==> src/rtl/ex_ma_reg.sv <==
// EX->MA pipeline register: captures EX results/control with stall, flush and valid handling.
// Optional performance counters are built only when EXMA_PERF_CNT_EN is defined.
module ex_ma_reg #(
   parameter int XLEN = 32,
   parameter int RA_W = 5
`ifdef EXMA_PERF_CNT_EN
   ,
   parameter int CNT_W = 32
`endif
) (
   input  logic            clk,
   input  logic            rstn,
   input  logic            stall_in,
   input  logic            flush_in,
   input  logic            ex_valid,
   input  logic            ex_less,
   input  logic            ex_zero,
   input  logic [2:0]      ex_addr_sel,
   input  logic [XLEN-1:0] ex_alu_result,
   input  logic [XLEN-1:0] ex_branch_target,
   input  logic [XLEN-1:0] ex_pc_plus4,
   input  logic [XLEN-1:0] ex_rs2_data,
   input  logic [RA_W-1:0] ex_rd,
   input  logic            ex_reg_write,
   input  logic            ex_mem_read,
   input  logic            ex_mem_write,
   input  logic [1:0]      ex_wb_sel,
   output logic            ma_valid,
   output logic            less_out,
   output logic            zero_out,
   output logic [2:0]      addr_sel_out,
   output logic [XLEN-1:0] redirect_pc,
   output logic [XLEN-1:0] ma_alu_result,
   output logic [XLEN-1:0] ma_pc_plus4,
   output logic [XLEN-1:0] ma_rs2_data,
   output logic [RA_W-1:0] ma_rd,
   output logic            ma_reg_write,
   output logic            ma_mem_read,
   output logic            ma_mem_write,
   output logic [1:0]      ma_wb_sel
`ifdef EXMA_PERF_CNT_EN
   ,
   output logic [CNT_W-1:0] perf_redirects,
   output logic [CNT_W-1:0] perf_stalls
`endif
);

   localparam logic [2:0] SEL_JALR = 3'd4;

   typedef struct packed {
      logic            valid;
      logic            less;
      logic            zero;
      logic [2:0]      addr_sel;
      logic [XLEN-1:0] alu_result;
      logic [XLEN-1:0] branch_target;
      logic [XLEN-1:0] pc_plus4;
      logic [XLEN-1:0] rs2_data;
      logic [RA_W-1:0] rd;
      logic            reg_write;
      logic            mem_read;
      logic            mem_write;
      logic [1:0]      wb_sel;
   } stage_t;

   stage_t stage_q, stage_d;

   // Flush beats stall; an invalid EX slot loads with its side-effecting controls cleared.
   always_comb begin
      stage_d = stage_q;
      if (flush_in) begin
         stage_d = '0;
      end else if (stall_in) begin
         stage_d = stage_q;
      end else begin
         stage_d.valid         = ex_valid;
         stage_d.less          = ex_less;
         stage_d.zero          = ex_zero;
         stage_d.addr_sel      = ex_valid ? ex_addr_sel : 3'd0;
         stage_d.alu_result    = ex_alu_result;
         stage_d.branch_target = ex_branch_target;
         stage_d.pc_plus4      = ex_pc_plus4;
         stage_d.rs2_data      = ex_rs2_data;
         stage_d.rd            = ex_rd;
         stage_d.reg_write     = ex_valid & ex_reg_write;
         stage_d.mem_read      = ex_valid & ex_mem_read;
         stage_d.mem_write     = ex_valid & ex_mem_write;
         stage_d.wb_sel        = ex_wb_sel;
      end
   end

   // Stage register.
   always_ff @(posedge clk or negedge rstn) begin
      if (!rstn) begin
         stage_q <= '0;
      end else begin
         stage_q <= stage_d;
      end
   end

   // Branch flags are qualified by valid so a bubble can never request a redirect.
   assign ma_valid      = stage_q.valid;
   assign less_out      = stage_q.valid & stage_q.less;
   assign zero_out      = stage_q.valid & stage_q.zero;
   assign addr_sel_out  = stage_q.valid ? stage_q.addr_sel : 3'd0;
   assign redirect_pc   = (stage_q.addr_sel == SEL_JALR) ?
                          {stage_q.alu_result[XLEN-1:1], 1'b0} : stage_q.branch_target;
   assign ma_alu_result = stage_q.alu_result;
   assign ma_pc_plus4   = stage_q.pc_plus4;
   assign ma_rs2_data   = stage_q.rs2_data;
   assign ma_rd         = stage_q.rd;
   assign ma_reg_write  = stage_q.reg_write;
   assign ma_mem_read   = stage_q.mem_read;
   assign ma_mem_write  = stage_q.mem_write;
   assign ma_wb_sel     = stage_q.wb_sel;

`ifdef EXMA_PERF_CNT_EN
   logic [CNT_W-1:0] redir_cnt_q, redir_cnt_d;
   logic [CNT_W-1:0] stall_cnt_q, stall_cnt_d;

   // A stall only counts when it actually holds the register (flush not overriding it).
   always_comb begin
      redir_cnt_d = redir_cnt_q;
      stall_cnt_d = stall_cnt_q;
      if (flush_in) begin
         redir_cnt_d = redir_cnt_q + CNT_W'(1);
      end else if (stall_in) begin
         stall_cnt_d = stall_cnt_q + CNT_W'(1);
      end else begin
         redir_cnt_d = redir_cnt_q;
      end
   end

   // Counter registers, wrapping naturally.
   always_ff @(posedge clk or negedge rstn) begin
      if (!rstn) begin
         redir_cnt_q <= '0;
         stall_cnt_q <= '0;
      end else begin
         redir_cnt_q <= redir_cnt_d;
         stall_cnt_q <= stall_cnt_d;
      end
   end

   assign perf_redirects = redir_cnt_q;
   assign perf_stalls    = stall_cnt_q;
`endif

endmodule

==> config.mk <==
export PLATFORM = sky130hd
export DESIGN_NAME = ex_ma_reg
export DESIGN_NICKNAME = d
export VERILOG_FILES = /design/src/rtl/ex_ma_reg.sv
export SDC_FILE = /design/constraint.sdc
export NUM_CORES = 1
export LEC_CHECK = 0
export BUFFER_PORTS_ARGS = -buffer_cell sky130_fd_sc_hd__buf_2
export CORE_AREA = 2 2 86 170
export DETAILED_ROUTE_END_ITERATION = 8
export DIE_AREA = 0 0 88 172
export PLACE_DENSITY = 0.84
export SYNTH_ARGS = -nofsm -noshare
export SYNTH_HDL_FRONTEND = slang
export SYNTH_SLANG_ARGS = --single-unit
==> constraint.sdc <==
create_clock -name clk -period 2.5 [get_ports clk]
set_input_delay 0.125 -clock clk [delete_from_list [all_inputs] [get_ports clk]]
set_output_delay 0.125 -clock clk [all_outputs]
set_load 0.03 [all_outputs]
* After elaboration in Yosys (flattened, before gate mapping) *
Index checks and enable logic that the tools add are counted.

cells by class
  eq/ne operators = 2
  muxes and demuxes = 5
  bitwise logic cells = 5

operators with widths
  cell                                                                     number
  144-bit 2-to-1 mux                                                       2
  32-bit 2-to-1 mux                                                        1
  3-bit 2-to-1 mux                                                         2
  1-bit AND                                                                5
  3-bit equality test, second input constant                               1
  2-bit by 1-bit inequality test with 1-bit output, second input constant  1

storage, ports and cells
  register bits = 144
  bits of input ports = 148
  output and inout bits = 144
  word-level logic and storage cells = 25

* Depth between registers and ports, before layout *
  depth after elaboration = 3
  gate-level depth with buffers = 5

* Worst setup path before layout *
OpenSTA, ideal clock, no wires.

  kind = reg-to-output
  from = reg stage_q[139] in the netlist's numbering
  to = out redirect_pc[21]
  arrival time = 1.337 ns
  required time = 2.375 ns
  path slack = 1.038 ns
  cell stages (with the launch flop) = 4
  path buffers = 1
  path through = dfrtp_1 > nor3b_4 > buf_6 > mux2_1

on the way
  longest elaborated chain between the ends = 2

RTL lines
  element                 line  RTL
  from (decl)             66    stage_t stage_q, stage_d;
  from (signal assigned)  97    stage_q <= stage_d;
  3-bit equality test     106   assign redirect_pc = (stage_q.addr_sel == SEL_JALR) ?
  32-bit 2-to-1 mux       106
  to (decl)               32    output logic [XLEN-1:0] redirect_pc,

Every way passes these cells.

* Final worst setup path *
  from = reg stage_q[139] in the netlist's numbering
  to = out redirect_pc[8]

Same word-level chain as after synthesis.

==> impl_metrics.json <==
{
  "cp-end-kind": "output port",
  "switching_power_mw": 1.69,
  "cts.reportedPaths.clkPinSlew_ns": 0.06,
  "vias_per_cell": 4.91,
  "p_leak_nw": 5.46,
  "drv_cap": 0,
  "fin_tns_setup_ns": 0,
  "cts_buffers": 17,
  "htreeDepth": 4,
  "worstHoldEndpoint": "stage_q[138]$_DFFE_PN0P_",
  "min_period_ns": 2.21,
  "dp.cells": 966,
  "required_ns": 2.38,
  "final_util_pct": 71.7,
  "synth_nets": 763,
  "period_share_pct": 88.4,
  "crit_chain": "nor3b_4 > buf_4 > mux2_2 > buf_2",
  "fp.dieW_um": 88,
  "clock_sinks": 144,
  "wl_per_cell_um": 17.2,
  "synth_edf_count": 0,
  "syn_avg_cell_area_sq_um": 11.4,
  "first_iter_violations": 323,
  "first_global_vias": 5889,
  "rsz0062_at_grt": "no",
  "nNetsFinal": 1088,
  "finalInstanceArea_sq_mm": 0.00991,
  "dr.pass1.iters": 5,
  "cts_setup_buffers": 0,
  "slew_viol_final": 0,
  "pwr-share-clk_pct": 41.3,
  "numPortBuffers": 291,
  "drt-total-wl_um": 19700,
  "postCtsHoldBufs": 144,
  "cp_top_family": "buffers and inverters",
  "swShare_pct": 26.7,
  "ios": 292,
  "placed_area_sq_mm": 0.00786,
  "p_seq_share_pct": 40.3,
  "grt_max_degree": 72,
  "core_sq_mm": 0.0138,
  "synthArstFlopShare_pct": 100,
  "setup_viol": 0,
  "fp.dieH_um": 172,
  "grtUsageTotal_pct": 26.2,
  "power_mw": 6.33,
  "slowest_delay_ns": 0.42,
  "start_util_pct": 50.9,
  "ant_nets": 0,
  "status": "finished clean",
  "clock_latency_ns": 0.41,
  "critPathKind": "flop to output port",
  "cts.repair.resized": 0,
  "synth-seq-area-share_pct": 51.3,
  "overflow": 0,
  "dieArea_sq_mm": 0.0151,
  "post-dp-hpwl_um": 11400,
  "arrival_ns": 2.08,
  "fmaxAchievable_ghz": 0.453,
  "synth_cell_types": 16,
  "synth-seq-cells": 144,
  "gp_congestion": 0.871,
  "clock_path_buffers": 2,
  "hold_violations": 0,
  "vias": 5617,
  "cellPowerDensity_mw_per_mm2": 639,
  "path_max_fanout": 32,
  "hp-class": "input pin to flop",
  "area.growth.synth_to_final_pct": 41.0,
  "max_slew.worst_pin.slew_ns": 0.704,
  "crit_buf_inv": 2,
  "root_buffer": "clkbuf_16",
  "drc": 0,
  "combPwrFrac_pct": 18.4,
  "fp-row-count": 61,
  "start_kind": "flop",
  "ys.flop_type": "dfrtp_1",
  "intPower_mw": 4.64,
  "grt_pass1_wl_um": 30000,
  "min-delay-start": "ex_valid",
  "syn_area_sq_mm": 0.00703,
  "yosys_warnings": 0,
  "skew_ns": 0,
  "cts_tree": "done",
  "r2r_cells": 2,
  "timing.rr.start": "ma_rs2_data[18]$_DFFE_PN0P_",
  "r2r_slack_ns": 1.69,
  "instances_no_fill": 1143,
  "reg2reg_to": "ma_rs2_data[18]$_DFFE_PN0P_",
  "drive_above_1_share_pct": 37.5,
  "slew_headroom_pct": 53.0,
  "syn_inst": 615,
  "whs_path_depth": 3,
  "cp_slowest_cell": "dfrtp_1",
  "grt_antenna_before_repair": 1,
  "peakVddDrop_mv": 0.490
}
[stage by stage]
stage               setup slack [ns]  hold WS, ns
finish                         0.291       0.0534
floorplan                       1.04       -0.171
CTS                            0.320       0.0263
global placement               0.837       0.0968
global route                   0.233       0.0445
detailed placement             0.776       0.0984
[logic make-up (layout without fill, tap and decap cells)]
kind of cell / after synthesis / after routing / share of synthesized area, %
compound gates: 6 / 6 / 0.427
buf+inv: 139 / 477 / 14.5
flops: 144 / 144 / 51.3
mux: 169 / 169 / 24.6
other cells: 0 / 1 / 0
simple gates: 157 / 157 / 9.13
[power groups by stage]
stage                     Clock [mW]  Sequential [mW]  Combinational, mW
final                           2.62             2.55               1.17
after global routing            2.76             2.56               1.24
after global placement             0             2.58              0.945
after floorplan                    0             2.56              0.752
after detailed placement           0             2.58              0.963
after CTS                       2.65             2.54               1.15
[sequential cells by signal, indices dropped and copies added (netlist names)]
signal / count
ma_pc_plus4: 32
stage_q: 37
ma_rs2_data: 32
ma_mem_read: 1
ma_rd: 5
ma_valid: 1
ma_wb_sel: 2
ma_reg_write: 1
ma_mem_write: 1
ma_alu_result: 32
[cells in the mapped netlist, types with 2 or more instances]
master | n | share of area (%)
dfrtp_1 | 144 | 51
mux2i_1 | 138 | 20
nor2_1 | 138 | 7.4
buf_4 | 104 | 11
mux2_2 | 29 | 4.6
buf_6 | 13 | 2.1
clkbuf_1 | 10 | 0.53
buf_2 | 9 | 0.64
a21oi_1 | 6 | 0.43
nand2_1 | 6 | 0.32
nand3b_1 | 6 | 0.64
and2_1 | 5 | 0.45
buf_1 | 3 | 0.16
mux2_1 | 2 | 0.32
[cell type report]
cell class              instances  area [sq um]
diodes                          1          2.50
clock buffers                  27           503
multi-input cells             332          2400
repair buffers                445          3060
fillers                       863          3900
clock inverters                 5           100
flip-flops and latches        144          3600
well taps                     189           236
[worst max path at each step]
stage,from,to,slack [ns],cells after the start
floorplan,stage_q[139]$_DFFE_PN0P_,redirect_pc[21],1.04,3
detailed placement,stage_q[139]$_DFFE_PN0P_,redirect_pc[3],0.78,4
finish,stage_q[139]$_DFFE_PN0P_,redirect_pc[8],0.29,4
global placement,stage_q[139]$_DFFE_PN0P_,redirect_pc[1],0.84,4
global route,stage_q[139]$_DFFE_PN0P_,redirect_pc[8],0.23,4
CTS,stage_q[139]$_DFFE_PN0P_,redirect_pc[10],0.32,4
[layout by cell type, fill, tap and decap left out, drive strengths merged]
cell type	Yosys	routed
mux2i	138	138
clkinv	0	2
nor2b	1	1
nor3b	1	1
clkbuf	10	27
a21oi	6	6
nor2	138	138
nand2	6	6
nand3b	6	6
buf	129	301
dlygate4sd3	0	144
and2	5	5
bufinv	0	3
dfrtp	144	144
mux2	31	31
diode	0	1
[worst min-delay path: cells and delay by family]
kind / cells / cell delay (ns)
simple gates: 1 / 0.09
compound gates: 1 / 0.06
buf+inv: 1 / 0.14
[layer usage]
layer / GRT usage, % / vias to the layer above / share of wire [%]
li1: - / 2577 / -
met1: 29.3 / 2711 / 37
met2: 44.6 / 259 / 53
met3: 6.25 / 70 / 5.4
met4: 14.9 / 0 / 4.9
met5: 0 / - / 0
(Power assumes the default switching activity.)
